<file path="config.mk">
export PLATFORM = sky130hd
export DESIGN_NAME = hazard_scoreboard_flat
export DESIGN_NICKNAME = d
export VERILOG_FILES = /design/src/rtl/hazard_scoreboard_if.sv /design/src/rtl/hazard_scoreboard.sv /design/src/flat_wrapper.sv
export SDC_FILE = /design/constraint.sdc
export NUM_CORES = 1
export LEC_CHECK = 0
export CORE_MARGIN = 5
export CORE_UTILIZATION = 45
export CTS_BUF_LIST = sky130_fd_sc_hd__clkbuf_2
export DETAILED_ROUTE_END_ITERATION = 7
export DONT_BUFFER_PORTS = 1
export PLACE_DENSITY = 0.69
export SYNTH_ARGS = -nofsm -noshare
export SYNTH_HDL_FRONTEND = slang
export SYNTH_SLANG_ARGS = --single-unit
</file>
<file path="constraint.sdc">
create_clock -name clk -period 5.4 [get_ports clk]
set_input_delay 1.08 -clock clk [delete_from_list [all_inputs] [get_ports clk]]
set_output_delay 1.08 -clock clk [all_outputs]
set_load 0.05 [all_outputs]
</file>
<file path="src/rtl/hazard_scoreboard_if.sv">
// Decode-side interface for the hazard scoreboard.
// The decode stage presents one instruction and receives the stall and the EX forward selects.
interface hazard_scoreboard_if #(
  parameter int unsigned RFIDX_WIDTH = 5,
  parameter int unsigned NRPORTS     = 2,
  parameter int unsigned SELW        = 3
);
  logic                           issue_valid;
  logic                           issue_regwrite;
  logic [RFIDX_WIDTH-1:0]         issue_rd;
  logic [SELW-1:0]                issue_rdy_stage;
  logic [NRPORTS*RFIDX_WIDTH-1:0] rs_addr;
  logic [NRPORTS-1:0]             rs_used;
  logic                           flush;
  logic                           stall_d;
  logic [NRPORTS*SELW-1:0]        fwd_sel_e;
  logic [31:0]                    stall_cycles;

  modport master (
    output issue_valid, issue_regwrite, issue_rd, issue_rdy_stage, rs_addr, rs_used, flush,
    input  stall_d, fwd_sel_e, stall_cycles
  );

  modport slave (
    input  issue_valid, issue_regwrite, issue_rd, issue_rdy_stage, rs_addr, rs_used, flush,
    output stall_d, fwd_sel_e, stall_cycles
  );
endinterface

</file>
<file path="src/rtl/hazard_scoreboard.sv">
// Hazard scoreboard: tracks in-flight register writes over NSTAGES post-decode slots
// (slot 0 = EX, slot NSTAGES-1 = WB), raises the decode stall for results that are not
// ready yet, and registers per-port forward selects for the instruction entering EX.
module hazard_scoreboard #(
  parameter int unsigned RFIDX_WIDTH = 5,
  parameter int unsigned NSTAGES     = 3,
  parameter int unsigned NRPORTS     = 2,
  parameter int unsigned SELW        = 3
) (
  input logic          clk,
  input logic          reset,
  hazard_scoreboard_if.slave sb
);

  typedef struct packed {
    logic                   valid;
    logic [RFIDX_WIDTH-1:0] rd;
    logic [SELW-1:0]        rdyStage;
  } slotT;

  slotT                    slots [NSTAGES];
  logic [NRPORTS-1:0]      hit;
  logic [NRPORTS-1:0]      hazard;
  logic [SELW-1:0]         hitSel [NRPORTS];
  logic                    stall;
  logic                    enter;
  logic                    fwdGo;
  logic [NRPORTS*SELW-1:0] fwdNext;
  logic [NRPORTS*SELW-1:0] fwdSel;
  logic [31:0]             stallCnt;

  // Per-port match over slots 0..NSTAGES-2; scanned oldest first so the youngest match wins.
  always_comb begin
    hit    = '0;
    hazard = '0;
    for (int unsigned p = 0; p < NRPORTS; p++) begin
      hitSel[p] = '0;
      for (int unsigned i = 0; i < NSTAGES - 1; i++) begin
        if (sb.rs_used[p] &&
            (sb.rs_addr[p*RFIDX_WIDTH +: RFIDX_WIDTH] != '0) &&
            slots[NSTAGES-2-i].valid &&
            (slots[NSTAGES-2-i].rd == sb.rs_addr[p*RFIDX_WIDTH +: RFIDX_WIDTH])) begin
          hit[p]    = 1'b1;
          hitSel[p] = SELW'(NSTAGES - 1 - i);
          hazard[p] = slots[NSTAGES-2-i].rdyStage > SELW'(NSTAGES - 2 - i);
        end
      end
    end
  end

  // Stall, slot-0 admission and next forward selects.
  always_comb begin
    stall   = sb.issue_valid & ~sb.flush & (|hazard);
    enter   = sb.issue_valid & sb.issue_regwrite & (sb.issue_rd != '0) & ~stall & ~sb.flush;
    fwdGo   = sb.issue_valid & ~sb.flush & ~stall;
    fwdNext = '0;
    for (int unsigned p = 0; p < NRPORTS; p++) begin
      if (fwdGo && hit[p]) begin
        fwdNext[p*SELW +: SELW] = hitSel[p];
      end
    end
  end

  // Slot shift register: every edge advances, slot 0 takes the decode entry or a bubble.
  always_ff @(posedge clk or posedge reset) begin
    if (reset) begin
      for (int unsigned s = 0; s < NSTAGES; s++) begin
        slots[s] <= '0;
      end
    end else begin
      for (int unsigned s = 1; s < NSTAGES; s++) begin
        slots[s] <= slots[s-1];
      end
      if (enter) begin
        slots[0] <= '{valid: 1'b1, rd: sb.issue_rd, rdyStage: sb.issue_rdy_stage};
      end else begin
        slots[0] <= '0;
      end
    end
  end

  // EX-stage forward selects, aligned with the ID/EX register.
  always_ff @(posedge clk or posedge reset) begin
    if (reset) begin
      fwdSel <= '0;
    end else begin
      fwdSel <= fwdNext;
    end
  end

  // Saturating stall-cycle counter.
  always_ff @(posedge clk or posedge reset) begin
    if (reset) begin
      stallCnt <= '0;
    end else if (stall && (stallCnt != '1)) begin
      stallCnt <= stallCnt + 32'd1;
    end
  end

  assign sb.stall_d      = stall;
  assign sb.fwd_sel_e    = fwdSel;
  assign sb.stall_cycles = stallCnt;

endmodule

</file>
<file path="src/flat_wrapper.sv">
// flat-port wrapper written by rule: the top's interface ports become plain ports
module hazard_scoreboard_flat 
#(
  parameter int unsigned RFIDX_WIDTH = 5,
  parameter int unsigned NSTAGES     = 3,
  parameter int unsigned NRPORTS     = 2,
  parameter int unsigned SELW        = 3
)
  (clk, reset, sb_issue_valid, sb_issue_regwrite, sb_issue_rd, sb_issue_rdy_stage, sb_rs_addr, sb_rs_used, sb_flush, sb_stall_d, sb_fwd_sel_e, sb_stall_cycles);
  hazard_scoreboard_if #(.RFIDX_WIDTH(RFIDX_WIDTH), .NRPORTS(NRPORTS), .SELW(SELW)) sb_i ();
  input logic clk;
  input logic reset;
  input wire logic [$bits(sb_i.issue_valid)-1:0] sb_issue_valid;
  input wire logic [$bits(sb_i.issue_regwrite)-1:0] sb_issue_regwrite;
  input wire logic [$bits(sb_i.issue_rd)-1:0] sb_issue_rd;
  input wire logic [$bits(sb_i.issue_rdy_stage)-1:0] sb_issue_rdy_stage;
  input wire logic [$bits(sb_i.rs_addr)-1:0] sb_rs_addr;
  input wire logic [$bits(sb_i.rs_used)-1:0] sb_rs_used;
  input wire logic [$bits(sb_i.flush)-1:0] sb_flush;
  output wire logic [$bits(sb_i.stall_d)-1:0] sb_stall_d;
  output wire logic [$bits(sb_i.fwd_sel_e)-1:0] sb_fwd_sel_e;
  output wire logic [$bits(sb_i.stall_cycles)-1:0] sb_stall_cycles;
  assign sb_i.issue_valid = sb_issue_valid;
  assign sb_i.issue_regwrite = sb_issue_regwrite;
  assign sb_i.issue_rd = sb_issue_rd;
  assign sb_i.issue_rdy_stage = sb_issue_rdy_stage;
  assign sb_i.rs_addr = sb_rs_addr;
  assign sb_i.rs_used = sb_rs_used;
  assign sb_i.flush = sb_flush;
  assign sb_stall_d = sb_i.stall_d;
  assign sb_fwd_sel_e = sb_i.fwd_sel_e;
  assign sb_stall_cycles = sb_i.stall_cycles;
  hazard_scoreboard #(.RFIDX_WIDTH(RFIDX_WIDTH), .NSTAGES(NSTAGES), .NRPORTS(NRPORTS), .SELW(SELW)) u_core (.clk(clk), .reset(reset), .sb(sb_i));
endmodule
</file>
==> results.tsv <==
stage	metric	value	unit
outcome	status	completed	
routing	Vias per Instance	5.495	
floorplanning	chip height	86.20	µm
place	Detail Placement HPWL	3.958	mm
power	peak supply drop	0.0001204	V
clock_network	CTS resizes	0	
hold_path	worst hold path endpoint	u_core.slots[10]	
clock_network	# Post-CTS Setup Buffers	0	
clock_network	clk root buf	clkbuf_2	
sta	Fin. Hold Viols	0	
floorplanning	die width	86.20	µm
final_layout	fin area	0.002739	mm²
floorplanning	Die Area	0.007430	mm²
clock_network	Clock Latency Late Sink	440	ps
global_route	first-pass GRT wire length	8.314	mm
setup_path	Worst setup SP type	input port	
setup_path	worst reg2reg endpoint	u_core.sb.stall_cycles[30]	
final_layout	commonest cells after routing, fill and taps aside	dfrtp_1, xor2_1, nand2_1	
power	total power	0.0006385	W
setup_path	reg2reg start	u_core.slots[22]	
setup_path	kind of critical path	input port to output port	
clock_network	total CTS buffers	5	
sta	slew margin rel.	0.2880	
sta	Final setup viols	0	
logic_synthesis	unique cell type count in the Yosys netlist	43	
routing	via count	1775	
sta	period utilization	0.7778	
global_route	total track usage	0.1412	
hold_path	min-delay src	u_core.slots[19]	
place	routability-driven placement congestion ratio	0.8701	
sta	Final min period	4200	ps
final_layout	filler instances	541	
clock_network	CTS tree	built	
sta	worst setup margin	1200	ps
global_route	vias in the first global route	1686	
sta	Setup TNS	0	ps
setup_path	R2R Setup Slk	2600	ps
sta	RSZ-0062 raised after global routing	false	
flow_run	# Max-Cap Violations	0	
logic_synthesis	sequential fraction of the synthesis area	0.5077	
setup_path	CP Cell Sequence	or4_1, o21ai_1, nand4b_2, a21o_1, o22a_1, inv_1	
floorplanning	# IOs	64	
logic_synthesis	FFs w/ async S/R, synth	1.000	
setup_path	crit-path max cell delay	540	ps
routing	first-pass iteration count of the detailed router	4	
place	I/O Buffers	0	
final_layout	Layout Nets	276	
floorplanning	Core Area	0.005574	mm²
routing	DRC	0	
final_layout	ANT cells	0	
clock_network	clk sink count	53	
logic_synthesis	Post-synth EDFFs	0	
final_layout	share of layout cells above drive strength 1	0.07968	
clock_network	hold_buf cts	0	
logic_synthesis	Synthesis Warnings	0	
setup_path	cell count of the worst reg-to-reg path	7	
routing	final wirelength	5.100	mm
logic_synthesis	Top FF cell, synth	dfrtp_1	
sta	Worst Tran Pin Value	1066	ps
sta	Final Slew Violations	0	
logic_synthesis	Mapped Cells	247	
hold_path	hold path cells	0	
sta	Fmax achieved	238.1	MHz
setup_path	arrival time at the worst endpoint	3120	ps
place	pre-CTS WS	1209	ps
floorplanning	row count	27	
clock_network	H-tree depth	2	
logic_synthesis	Yosys reg bits	53	
floorplanning	Starting Density	0.4687	
global_route	grt ovf	0	
final_layout	commonest non-fill, non-tap cell in the layout	dfrtp_1	
routing	Wirelength per Cell	15.79	µm
setup_path	WP data required	4320	ps
global_route	initial antenna violation count	0	
setup_path	critical path fanouts, max	17	
logic_synthesis	Mean Syn Cell Area	10.58	µm²
power	LEAKAGE	1.297	nW
global_route	largest net degree at the start of global routing	54	
hold_path	Hold Path Class	flop to flop	
routing	Final ANT Viol Nets	0	
setup_path	CP max stage cell	o22a_1	
place	placed cell area	0.002668	mm²
final_layout	Layout area overhead	4.837	%
clock_network	clk buf depth	2	
logic_synthesis	Syn Std Cell Area	0.002613	mm²
power	pwr/cell area	233.1	mW/mm²
routing	drt first-iter violations	67	
clock_network	clock transition at the registers of the reported paths	240	ps
setup_path	Worst setup EP type	output port	
sta	Worst Clk Skew	25.18	ps
==> layer usage <==
| layer | vias to the layer above | global-route usage | routed length [µm] |
|---|---|---|---|
| li1 | 867 | - | - |
| met1 | 849 | 0.1750 | 2165 |
| met2 | 51 | 0.2193 | 2383 |
| met3 | 8 | 0.06179 | 464 |
| met4 | 0 | 0.05099 | 86 |
| met5 | - | 0 | 0 |
==> Yosys cell counts, types with 2 or more instances <==
library cell,count,share of area
nand2b_1,2,0.0048
or4_1,2,0.0057
xnor2_1,14,0.047
mux2_2,3,0.013
nor3_1,15,0.029
and3_1,4,0.0096
buf_6,2,0.0086
nand2_1,20,0.029
nor4_1,11,0.026
nand4_1,9,0.022
xor2_1,35,0.12
nand3_1,16,0.031
nor2_1,19,0.027
nand4b_2,2,0.011
inv_1,4,0.0057
dfrtp_1,53,0.51
nor4_2,2,0.0096
buf_4,2,0.0057
and2_1,8,0.019
==> power breakdown <==
part           switching (W)  internal (W)  total (W)
Clock               0.000125     0.0000788   0.000204
Combinational      0.0000181     0.0000108  0.0000289
Sequential        0.00000393      0.000402   0.000405
==> per-stage QoR <==
step           instances    util  hold WS [ps]
3_3_place_gp         315  0.4786         361.7
5_1_grt              323  0.4914         434.5
2_1_floorplan        248       -         354.5
3_5_place_dp         315  0.4786         366.4
4_1_cts              323  0.4914         417.7
6_report             323  0.4914         415.0
==> how the worst max path moves through the flow <==
stage	start	endpoint	slack (ps)	depth (start not counted)
floorplan	sb_rs_addr[5]	sb_stall_d	1520	8
global placement	sb_rs_addr[1]	sb_stall_d	1240	6
detailed placement	sb_rs_addr[1]	sb_stall_d	1210	6
CTS	sb_rs_addr[1]	sb_stall_d	1210	6
global route	sb_rs_addr[1]	sb_stall_d	1100	6
finish	sb_rs_addr[1]	sb_stall_d	1200	6
==> critical path: cells and delay by family <==
family	cells	cell delay, ps
buffers and inverters	1	400
AOI/OAI and AO/OA	3	910
and+or+nand+nor	2	740
==> kinds of logic (layout without fill, tap and decap cells) <==
group                    count (synthesis)  count (layout)  share of synthesized area
AND/OR/NAND/NOR                        115             115                     0.2390
multiplexers                             3               3                    0.01293
XOR/XNOR                                49              49                     0.1643
other                                    1               2                   0.001435
buffers and inverters                   10              13                    0.02346
AO/OA/AOI/OAI                           15              15                    0.04646
flip-flops                              53              53                     0.5077
adder cells (fa/ha/maj)                  1               1                   0.004789
==> sequential cells by signal, indices dropped and copies added (netlist names) <==
name                    count
u_core.sb.fwd_sel_e         4
u_core.slots               17
u_core.sb.stall_cycles     32
==> final cells by class <==
cell class | count | area, µm² | area share
multi-input combinational | 185 | 1229 | 0.4486
inverter | 4 | 15.01 | 0.005482
timing repair buffer | 1 | 7.507 | 0.002741
clock inverter | 3 | 46.29 | 0.01690
sequential | 53 | 1326 | 0.4842
clock buffer | 5 | 25.02 | 0.009137
tap | 72 | 90.09 | 0.03289
Power figures use the tool's default switching activity.
